File: config.mk
export PLATFORM = sky130hd
export DESIGN_NAME = cr_crc_mc
export DESIGN_NICKNAME = d
export VERILOG_FILES = /design/src/rtl/cr_crc_mc_pkg.sv /design/src/rtl/cr_crc_mc_vbdec.sv /design/src/rtl/cr_crc_mc.sv
export SDC_FILE = /design/constraint.sdc
export NUM_CORES = 1
export LEC_CHECK = 0
export CAP_MARGIN = 15
export CORE_ASPECT_RATIO = 1.1
export CORE_UTILIZATION = 60
export CTS_CLUSTER_SIZE = 20
export DETAILED_ROUTE_END_ITERATION = 10
export PLACE_DENSITY_LB_ADDON = 0.12
export SYNTH_ARGS = -nofsm -noshare
export SYNTH_HDL_FRONTEND = slang
export SYNTH_HIERARCHICAL = 1
export SYNTH_SLANG_ARGS = --single-unit
File: constraint.sdc
create_clock -name clk -period 50.6 [get_ports clk]
set_input_delay 7.59 -clock clk [delete_from_list [all_inputs] [get_ports clk]]
set_output_delay 7.59 -clock clk [all_outputs]
set_load 0.02 [all_outputs]
File: src/rtl/cr_crc_mc_pkg.sv
// Shared types, default geometry and the reflected CRC step for cr_crc_mc.
// crc_step works at the widest legal sizes; callers zero-extend and truncate.
package cr_crc_mc_pkg;

   localparam int DEF_CRC_WIDTH  = 32;
   localparam int DEF_DATA_WIDTH = 64;
   localparam int DEF_N_CHAN     = 4;
   localparam int CHAN_W         = (DEF_N_CHAN > 1) ? $clog2(DEF_N_CHAN) : 1;
   localparam int VB_W           = DEF_DATA_WIDTH / 8;
   localparam int MAX_CRC_W      = 64;
   localparam int MAX_DATA_W     = 256;

   typedef logic [DEF_CRC_WIDTH-1:0] crc_t;

   // Upper register bits stay zero as long as base and poly are zero-extended.
   function automatic logic [MAX_CRC_W-1:0] crc_step(
      input logic [MAX_CRC_W-1:0]  base,
      input logic [MAX_DATA_W-1:0] data,
      input int unsigned           nbytes,
      input logic [MAX_CRC_W-1:0]  poly
   );
      logic [MAX_CRC_W-1:0] crc;
      logic                 fb;
      crc = base;
      for (int unsigned i = 0; i < MAX_DATA_W / 8; i++) begin
         if (i < nbytes) begin
            for (int unsigned b = 0; b < 8; b++) begin
               fb  = crc[0] ^ data[8*i+b];
               crc = crc >> 1;
               if (fb) crc = crc ^ poly;
            end
         end
      end
      return crc;
   endfunction

endpackage

File: src/rtl/cr_crc_mc_vbdec.sv
// Byte-valid mask decoder: counts thermometer bytes from byte 0 and flags
// any mask with a hole; an illegal mask decodes to zero bytes.
module cr_crc_mc_vbdec #(
   parameter int W    = 8,
   parameter int NB_W = $clog2(W + 1)
) (
   input  logic [W-1:0]    vbytes,
   output logic [NB_W-1:0] nbytes,
   output logic            illegal
);

   int cnt;

   // NOTE: combinational logic uses blocking '=' and assigns every output first, so no latch can form.
   always_comb begin
      cnt     = 0;
      illegal = 1'b0;
      for (int i = 0; i < W; i++) begin
         if (vbytes[i]) cnt = cnt + 1;
      end
      for (int i = 1; i < W; i++) begin
         if (vbytes[i] && !vbytes[i-1]) illegal = 1'b1;
      end
      nbytes = illegal ? '0 : NB_W'(cnt);
   end

endmodule

File: src/rtl/cr_crc_mc.sv
// Multi-channel CRC accumulator with per-channel running contexts and a
// registered result port. Optional residue check: define CR_CRC_MC_CHECK_EN.
module cr_crc_mc
   import cr_crc_mc_pkg::*;
#(
   parameter int                   CRC_WIDTH  = DEF_CRC_WIDTH,
   parameter int                   DATA_WIDTH = DEF_DATA_WIDTH,
   parameter int                   N_CHAN     = DEF_N_CHAN,
   parameter logic [CRC_WIDTH-1:0] POLYNOMIAL = CRC_WIDTH'(32'h82F63B78),
   parameter logic [CRC_WIDTH-1:0] INIT_VALUE = '1,
   parameter logic [CRC_WIDTH-1:0] XOR_OUT    = '1,
   parameter logic [CRC_WIDTH-1:0] RESIDUE    = CRC_WIDTH'(32'hB798B438),
   localparam int                  CW         = (N_CHAN > 1) ? $clog2(N_CHAN) : 1,
   localparam int                  NB         = DATA_WIDTH / 8
) (
   input  logic                  clk,
   input  logic                  rst_n,
   input  logic                  in_valid,
   output logic                  in_ready,
   input  logic [CW-1:0]         in_chan,
   input  logic [DATA_WIDTH-1:0] in_data,
   input  logic [NB-1:0]         in_vbytes,
   input  logic                  in_sof,
   input  logic                  in_eof,
   output logic                  out_valid,
   input  logic                  out_ready,
   output logic [CW-1:0]         out_chan,
   output logic [CRC_WIDTH-1:0]  out_crc,
   output logic                  out_match,
   output logic                  err_vbytes,
   output logic [N_CHAN-1:0]     ctx_busy
);

   localparam int NB_W = $clog2(NB + 1);

   logic [CRC_WIDTH-1:0] ctx [N_CHAN];
   logic [CRC_WIDTH-1:0] base;
   logic [CRC_WIDTH-1:0] new_crc;
   logic [NB_W-1:0]      nbytes;
   logic                 vb_illegal;
   logic                 accept;

   // Single output register: a new beat may enter whenever the slot drains this cycle.
   assign in_ready = !out_valid || out_ready;
   assign accept   = in_valid && in_ready;

   cr_crc_mc_vbdec #(
      .W    (NB),
      .NB_W (NB_W)
   ) u_vbdec (
      .vbytes  (in_vbytes),
      .nbytes  (nbytes),
      .illegal (vb_illegal)
   );

   always_comb begin
      base = INIT_VALUE;
      if (!in_sof) begin
         for (int c = 0; c < N_CHAN; c++) begin
            if (in_chan == CW'(c)) base = ctx[c];
         end
      end
   end

   assign new_crc = CRC_WIDTH'(crc_step(64'(base), 256'(in_data), 32'(nbytes), 64'(POLYNOMIAL)));

   // NOTE: contexts are small flop arrays, so they take the reset like any register; a RAM would not.
   always_ff @(posedge clk or negedge rst_n) begin
      if (!rst_n) begin
         for (int c = 0; c < N_CHAN; c++) ctx[c] <= INIT_VALUE;
         ctx_busy <= '0;
      end else if (accept) begin
         for (int c = 0; c < N_CHAN; c++) begin
            if (in_chan == CW'(c)) begin
               ctx[c] <= in_eof ? INIT_VALUE : new_crc;
               if (in_eof)      ctx_busy[c] <= 1'b0;
               else if (in_sof) ctx_busy[c] <= 1'b1;
            end
         end
      end
   end

   always_ff @(posedge clk or negedge rst_n) begin
      if (!rst_n) begin
         out_valid  <= 1'b0;
         out_chan   <= '0;
         out_crc    <= '0;
         err_vbytes <= 1'b0;
      end else begin
         err_vbytes <= accept && vb_illegal;
         if (accept && in_eof) begin
            out_valid <= 1'b1;
            out_chan  <= in_chan;
            out_crc   <= new_crc ^ XOR_OUT;
         end else if (out_ready) begin
            out_valid <= 1'b0;
         end
      end
   end

`ifdef CR_CRC_MC_CHECK_EN
   always_ff @(posedge clk or negedge rst_n) begin
      if (!rst_n)                 out_match <= 1'b0;
      else if (accept && in_eof)  out_match <= (new_crc == RESIDUE);
   end
`else
   logic unused_residue;
   assign unused_residue = ^RESIDUE;
   assign out_match      = 1'b0;
`endif

endmodule

==> impl_metrics.toml, run 1 <==
[synth]
ys_seq_area_frac = 0.137
synthCells = 3449
netlist_area_um2 = 31800
post_synth_edffs = 0
synthesis.nets = 3537
yosysWarningCount = 6
postSynth.topFlopCell = "sky130_fd_sc_hd__dfstp_2"
synth.avg_cell_area_um2 = 9.22
netlist_top_cells_count = "sky130_fd_sc_hd__xnor2_1 (768), sky130_fd_sc_hd__nor2_1 (356), sky130_fd_sc_hd__nand2_1 (301), sky130_fd_sc_hd__a21oi_1 (287), sky130_fd_sc_hd__xor2_1 (274)"
synth.largest_area_cell = "sky130_fd_sc_hd__xnor2_1"
synth_most_common_cell = "sky130_fd_sc_hd__xnor2_1"
ys_async_sr_fraction = 1.00
ys_seq_elements = 168
synthDominantCellAreaShare = 0.212
synth_area_leaders = "sky130_fd_sc_hd__xnor2_1 (21%), sky130_fd_sc_hd__xnor3_1 (12%), sky130_fd_sc_hd__dfstp_2 (11%)"
netlist-cell-type-count = 114

[timing]
slew_viol_final = 0
fmax_mhz = 29.0
layout_min_cycle_time_ns = 34.54
setup_viol_count_final = 0
timing.clock.skew_ns = 0.0179
final-hold-violation-count = 0
layout_worst_path_cycle_share = 0.683
rsz0062_at_grt = "no"
fin_setup_tns_ns = 0
timing.slew.headroom = 0.276
tightest_slew_ns = 1.08

[global_routing]
grt_util_met3 = 0.0304
number_of_global_route_vias_before_repair = 25400
first_pass_grt_wire_length_um = 153000
grt_start_max_net_pins = 93
met1_global_route_usage = 0.481
globalRouteOverflowTotal = 0
grt.busiest_layer = "met2"
use_met2 = 0.631
grt_usage = 0.365
antenna_found_initial = 0

[cells_and_area]
num_antenna_cells = 0
area_growth_syn_to_layout_pct = 7.26
layout.area.seq_um2 = 4360
drive_above_1_share = 0.143
num-fill-cells = 4479
finalNetCount = 3546
multi_input_area_um2 = 26600

[floorplanning]
die_w_um = 221
placement_rows = 88
io_pins = 122
die_area_um2 = 53900
initial_utilization = 0.607
fp.coreArea_um2 = 52400
die_boundary_height_um = 243

[clock_network]
tritoncts = "built"
clockRootBuffer = "sky130_fd_sc_hd__clkbuf_16"
cts_resized = 0
numCtsBuffers = 17
clock_latency_on_the_worst_skew_pair_ns = 0.44
numClockSinks = 168
cts_setup_buffers = 0
register_clock_pin_slew_on_the_reported_worst_setup_and_hold_paths_ns = 0.07
ctsHtreeMaxLevel = 4
cts_buffer_depth = 2
cts.hold.buffers_added = 0

[worst_setup_path]
worst-endpoint-required_ns = 50.96
timing.critical_path.to_type = "flop"
critical-path-max-stage-delay_ns = 0.79
crit_top_cell = "sky130_fd_sc_hd__xnor2_1"
timing.critical_path.from_type = "primary input"
cp_data_arrival_time_ns = 34.89
timing.critical_path.slowest_stage_cell = "sky130_fd_sc_hd__xnor2_1"
worst_setup_path_category = "in -> reg"
worst-path-max-fanout = 54

[placement]
port-buffer-count = 120
globalplace.congestion = 0.984
placed_wire_length_estimate_um = 78900

[detailed_routing]
ant_nets = 0
firstDrtPassIters = 10
num_vias = 25500
wl_cell_um = 24.0
drt-vias-per-instance = 6.14
remaining_drc_errors = 1
dr.first_iter.drc_count = 2422
detail_route.wirelength_um = 99500

[status]
run_status = "finished with violations"
violations = "design-rule violations"

[job]
max_cap_viol_count = 0

[min_path]
min_path_type = "reg -> reg"
-- per-stage QoR --
| step | utilization | std cells | instance area, um2 | hold WS [ns] | setup slack, ns |
|---|---|---|---|---|---|
| 4_1_cts | 0.651 | 4145 | 34100 | 0.461 | 16.23 |
| 5_1_grt | 0.651 | 4146 | 34100 | 0.476 | 14.95 |
| 2_1_floorplan | - | 3449 | 31800 | 0.437 | 20.34 |
| 6_report | 0.651 | 4146 | 34100 | 0.457 | 16.06 |
| 3_5_place_dp | 0.639 | 4113 | 33500 | 0.449 | 15.93 |
| 3_3_place_gp | 0.639 | 4113 | 33500 | 0.445 | 16.12 |
-- worst paths after layout --
kind	start	endpoint	slack [ns]	cells after the start
hold / removal	ctx[123]	ctx[123]	0.46	2
min in group asynchronous	rst_n	out_crc[13]	7.18	1
setup / recovery	in_vbytes[2]	ctx[108]	16.06	75
hold reg to reg	ctx[123]	ctx[123]	0.46	2
setup reg to reg	ctx[1]	ctx[108]	25.79	62
max in group asynchronous	rst_n	ctx_busy[1]	41.94	2
-- logic make-up after synthesis --
group                    share of synthesized area
multiplexers                                0.0896
buffers and inverters                       0.0285
AND/OR/NAND/NOR                              0.113
XOR/XNOR                                     0.497
flip-flops                                   0.137
AO/OA/AOI/OAI                                0.131
adder cells (fa/ha/maj)                    0.00315
other                                     0.000118
-- layout make-up --
type,count,share of cell area
timing repair buffer,180,0.0482
clock inverter,15,0.00510
clock buffer,17,0.0125
sequential,168,0.128
multi-input combinational,3077,0.780
inverter,14,0.00154
tap,675,0.0248
-- worst max-delay path, delay by kind of cell --
family / cells / cell delay, ns
AOI/OAI and AO/OA: 10 / 3.82
xor gates and xnor gates: 36 / 14.49
adders and majority gates: 2 / 0.52
buffers and inverters: 3 / 1.46
muxes: 6 / 2.52
and+or+nand+nor: 18 / 4.41
-- routing by layer --
layer,up-vias,part of all wire
li1,11700,-
met1,12400,0.41
met2,1082,0.49
met3,207,0.062
met4,0,0.038
met5,-,0
-- sequential cells by signal, summed over array words and instances, names as in the netlist --
| signal | cells |
|---|---|
| ctx | 128 |
| err_vbytes | 1 |
| ctx_busy | 4 |
| out_crc | 32 |
| out_valid | 1 |
| out_chan | 2 |
-- layout by cell type (no fill, tap or decap), types with 10 or more instances in the layout --
cell type                           n
sky130_fd_sc_hd__mux2_2            31
sky130_fd_sc_hd__nor2_1           350
sky130_fd_sc_hd__xor2_1           274
sky130_fd_sc_hd__and2_1            22
sky130_fd_sc_hd__or3_1             16
sky130_fd_sc_hd__o21a_1            10
sky130_fd_sc_hd__xnor2_2           41
sky130_fd_sc_hd__a211oi_1          23
sky130_fd_sc_hd__xnor2_4           19
sky130_fd_sc_hd__o21ai_1           25
sky130_fd_sc_hd__xnor3_2           12
sky130_fd_sc_hd__nand2_1          300
sky130_fd_sc_hd__o211ai_1          15
sky130_fd_sc_hd__xnor3_1          173
sky130_fd_sc_hd__o21ai_2           12
sky130_fd_sc_hd__buf_4             60
sky130_fd_sc_hd__xor2_2            21
sky130_fd_sc_hd__nand2b_1          15
sky130_fd_sc_hd__and3_1            12
sky130_fd_sc_hd__mux2i_4           17
sky130_fd_sc_hd__dfrtp_1           40
sky130_fd_sc_hd__xor2_4            10
sky130_fd_sc_hd__a21oi_2           10
sky130_fd_sc_hd__o21ai_0          159
sky130_fd_sc_hd__xor3_1            27
sky130_fd_sc_hd__mux4_2            24
sky130_fd_sc_hd__a21o_1            15
sky130_fd_sc_hd__clkbuf_16         17
sky130_fd_sc_hd__clkdlybuf4s50_1  117
sky130_fd_sc_hd__nand3_1           20
sky130_fd_sc_hd__a21oi_1          285
sky130_fd_sc_hd__o32a_1            16
sky130_fd_sc_hd__xnor2_1          768
sky130_fd_sc_hd__inv_1             12
sky130_fd_sc_hd__dfstp_2          128
sky130_fd_sc_hd__nor3_1            20
sky130_fd_sc_hd__mux2i_1          144
Power of run 1 is not shown: default switching activity piles up to over one toggle a cycle in this logic, so the estimate is an artifact.
==> inputs of run 2 (changes only) <==
--- a/config.mk
+++ b/config.mk
@@ -7,7 +7,7 @@
 export LEC_CHECK = 0
 export CAP_MARGIN = 15
 export CORE_ASPECT_RATIO = 1.1
-export CORE_UTILIZATION = 60
+export CORE_UTILIZATION = 58
 export CTS_CLUSTER_SIZE = 20
 export DETAILED_ROUTE_END_ITERATION = 10
 export PLACE_DENSITY_LB_ADDON = 0.12
==> constraint.sdc (replaced) <==
create_clock -name clk -period 29.8 [get_ports clk]
set_input_delay 4.47 -clock clk [delete_from_list [all_inputs] [get_ports clk]]
set_output_delay 4.47 -clock clk [all_outputs]
set_load 0.02 [all_outputs]
==> run 2 against run 1 <==
The flow now finishes without violations. Wire length up 3.4%. Global-route usage up 0.18 points. Via count up 1.5%. Sequential share of layout area down 0.40 points. Clock skew about the same. Die area up 3.4%. Cell count up 3.8%. First-iteration DRC count down 12%. Critical path type unchanged. Largest cell class unchanged.
==> impl_metrics.toml, run 2 (synthesis gave the netlist of run 1 again) <==
[floorplanning]
placement_rows = 89
initial_utilization = 0.590
io_pins = 122
fp.coreArea_um2 = 53900
die_boundary_height_um = 248
die_area_um2 = 55800
die_w_um = 225

[placement]
globalplace.congestion = 0.999
post-place-cells = 4248
port-buffer-count = 120
placed_wire_length_estimate_um = 81600
post_place_instance_area_um2 = 34200

[global_routing]
grt_start_max_net_pins = 89
antenna_found_initial = 0
first_pass_grt_wire_length_um = 156000
globalRouteOverflowTotal = 0
grt_usage = 0.367
number_of_global_route_vias_before_repair = 25200

[timing]
fin_setup_tns_ns = 0
timing.slew.headroom = 0.123
tightest_slew_ns = 1.31
layout_min_cycle_time_ns = 28.96
final-hold-violation-count = 0
fmax_mhz = 34.5
slew_viol_final = 0
timing.clock.skew_ns = 0.0180
setup_viol_count_final = 0
layout_worst_path_cycle_share = 0.972

[worst_setup_path]
worst-path-max-fanout = 16
crit_path_start = "in_vbytes[0]"
crit_top_cell = "sky130_fd_sc_hd__xnor3_1"
critical-path-top-delay-family = "XOR/XNOR gates"
worst-endpoint-required_ns = 30.17
worst_setup_path_category = "in -> reg"
timing.critical_path.from_type = "primary input"
critical-path-max-stage-delay_ns = 0.64
critPathBufInv = 7
rr_startpoint = "ctx[1]"
cp_data_arrival_time_ns = 29.33
timing.critical_path.slowest_stage_cell = "sky130_fd_sc_hd__xnor3_2"
timing.critical_path.to_type = "flop"

[status]
run_status = "finished clean"

[detailed_routing]
num_vias = 25800
remaining_drc_errors = 0
dr.first_iter.drc_count = 2136
drt-vias-per-instance = 6.00
ant_nets = 0
firstDrtPassIters = 5
detail_route.wirelength_um = 103000
wl_cell_um = 23.9

[cells_and_area]
finalNetCount = 3651
num_antenna_cells = 0
drive_above_1_share = 0.175
area_growth_syn_to_layout_pct = 10.8
biggest_regs = "ctx (128), out_crc (32), ctx_busy (4)"
finish.cell_count_without_fillers = 4304
registers.top_by_ff_count = "ctx"
mostFrequentLayoutCell = "sky130_fd_sc_hd__xnor2_1"
layout.cell_area.non_filler_um2 = 35200
largest_register_ffs = 128
most-common-layout-cells = "sky130_fd_sc_hd__xnor2_1 (758), sky130_fd_sc_hd__nor2_1 (348), sky130_fd_sc_hd__nand2_1 (300)"

[clock_network]
cts.hold.buffers_added = 0
cts_buffer_depth = 2
numClockSinks = 168
clock_latency_on_the_worst_skew_pair_ns = 0.45
register_clock_pin_slew_on_the_reported_worst_setup_and_hold_paths_ns = 0.07
tritoncts = "built"
ctsHtreeMaxLevel = 4
numCtsBuffers = 17
clockRootBuffer = "sky130_fd_sc_hd__clkbuf_16"

[min_path]
min_path_type = "reg -> reg"
hold_path_startpoint = "ctx[28]"

[job]
max_cap_viol_count = 0
[run 2: cell count changes in the layout (fill, tap and decap cells not counted), moves of 3 or more]
| cell | before | now |
|---|---|---|
| sky130_fd_sc_hd__buf_4 | 60 | 160 |
| sky130_fd_sc_hd__xnor2_4 | 19 | 22 |
| sky130_fd_sc_hd__xnor2_2 | 41 | 48 |
| sky130_fd_sc_hd__xnor2_1 | 768 | 758 |
| sky130_fd_sc_hd__mux2i_1 | 144 | 141 |
| sky130_fd_sc_hd__buf_12 | 0 | 5 |
[run 2: worst reg2reg max path, delay by kind of cell, from the launching register on]
family | cells | cell delay [ns]
xor gates and xnor gates | 42 | 15.21
buffers and inverters | 3 | 0.58
and+or+nand+nor | 4 | 0.55
AOI/OAI and AO/OA | 8 | 2.94
DFF | 1 | 0.54
muxes | 9 | 3.03
[run 2: what timing repair did]
item                                    in CTS  in global routing
gates cloned                                 0                  0
gates resized for setup                      3                 31
buffers inserted                             3                 21
endpoints found under the setup margin      61                154
pin swaps                                    1                  5
hold endpoints to repair                     0                  0
[run 2: layout make-up]
cell class,instances,area (um2)
tap,728,911
inverter,14,52.6
timing repair buffer,285,2500
clock inverter,14,150
fill,4646,18700
clock buffer,18,429
multi-input combinational,3077,26800
sequential,168,4360
[run 2: routing by layer]
metal / wire (um) / up-vias / GRT usage
met5: 0 / - / 0
met4: 4070 / 0 / 0.135
met3: 5670 / 207 / 0.0284
met2: 50300 / 1037 / 0.628
met1: 42900 / 12700 / 0.486
li1: - / 11900 / -
[run 2: path summary, 6_finish.rpt]
kind | to | slack, ns | cells past startpoint
worst max-delay path | ctx[108] | 0.84 | 82
worst min-delay path | ctx[28] | 0.46 | 2
worst max register to register | ctx[108] | 6.91 | 66
worst min register to register | ctx[28] | 0.46 | 2
max in group asynchronous | out_crc[15] | 24.21 | 2
min in group asynchronous | out_crc[13] | 4.07 | 1
[run 2: metrics by stage]
stage / hold slack, ns / worst slack [ns] / util
6_report: 0.459 / 0.843 / 0.653
5_1_grt: 0.477 / -0.0116 / 0.653
4_1_cts: 0.461 / 0.00703 / 0.646
3_5_place_dp: 0.450 / -0.630 / 0.635
3_3_place_gp: 0.445 / -0.399 / 0.634
2_1_floorplan: 0.437 / 2.66 / -
Power of run 2 is left out for the same reason.
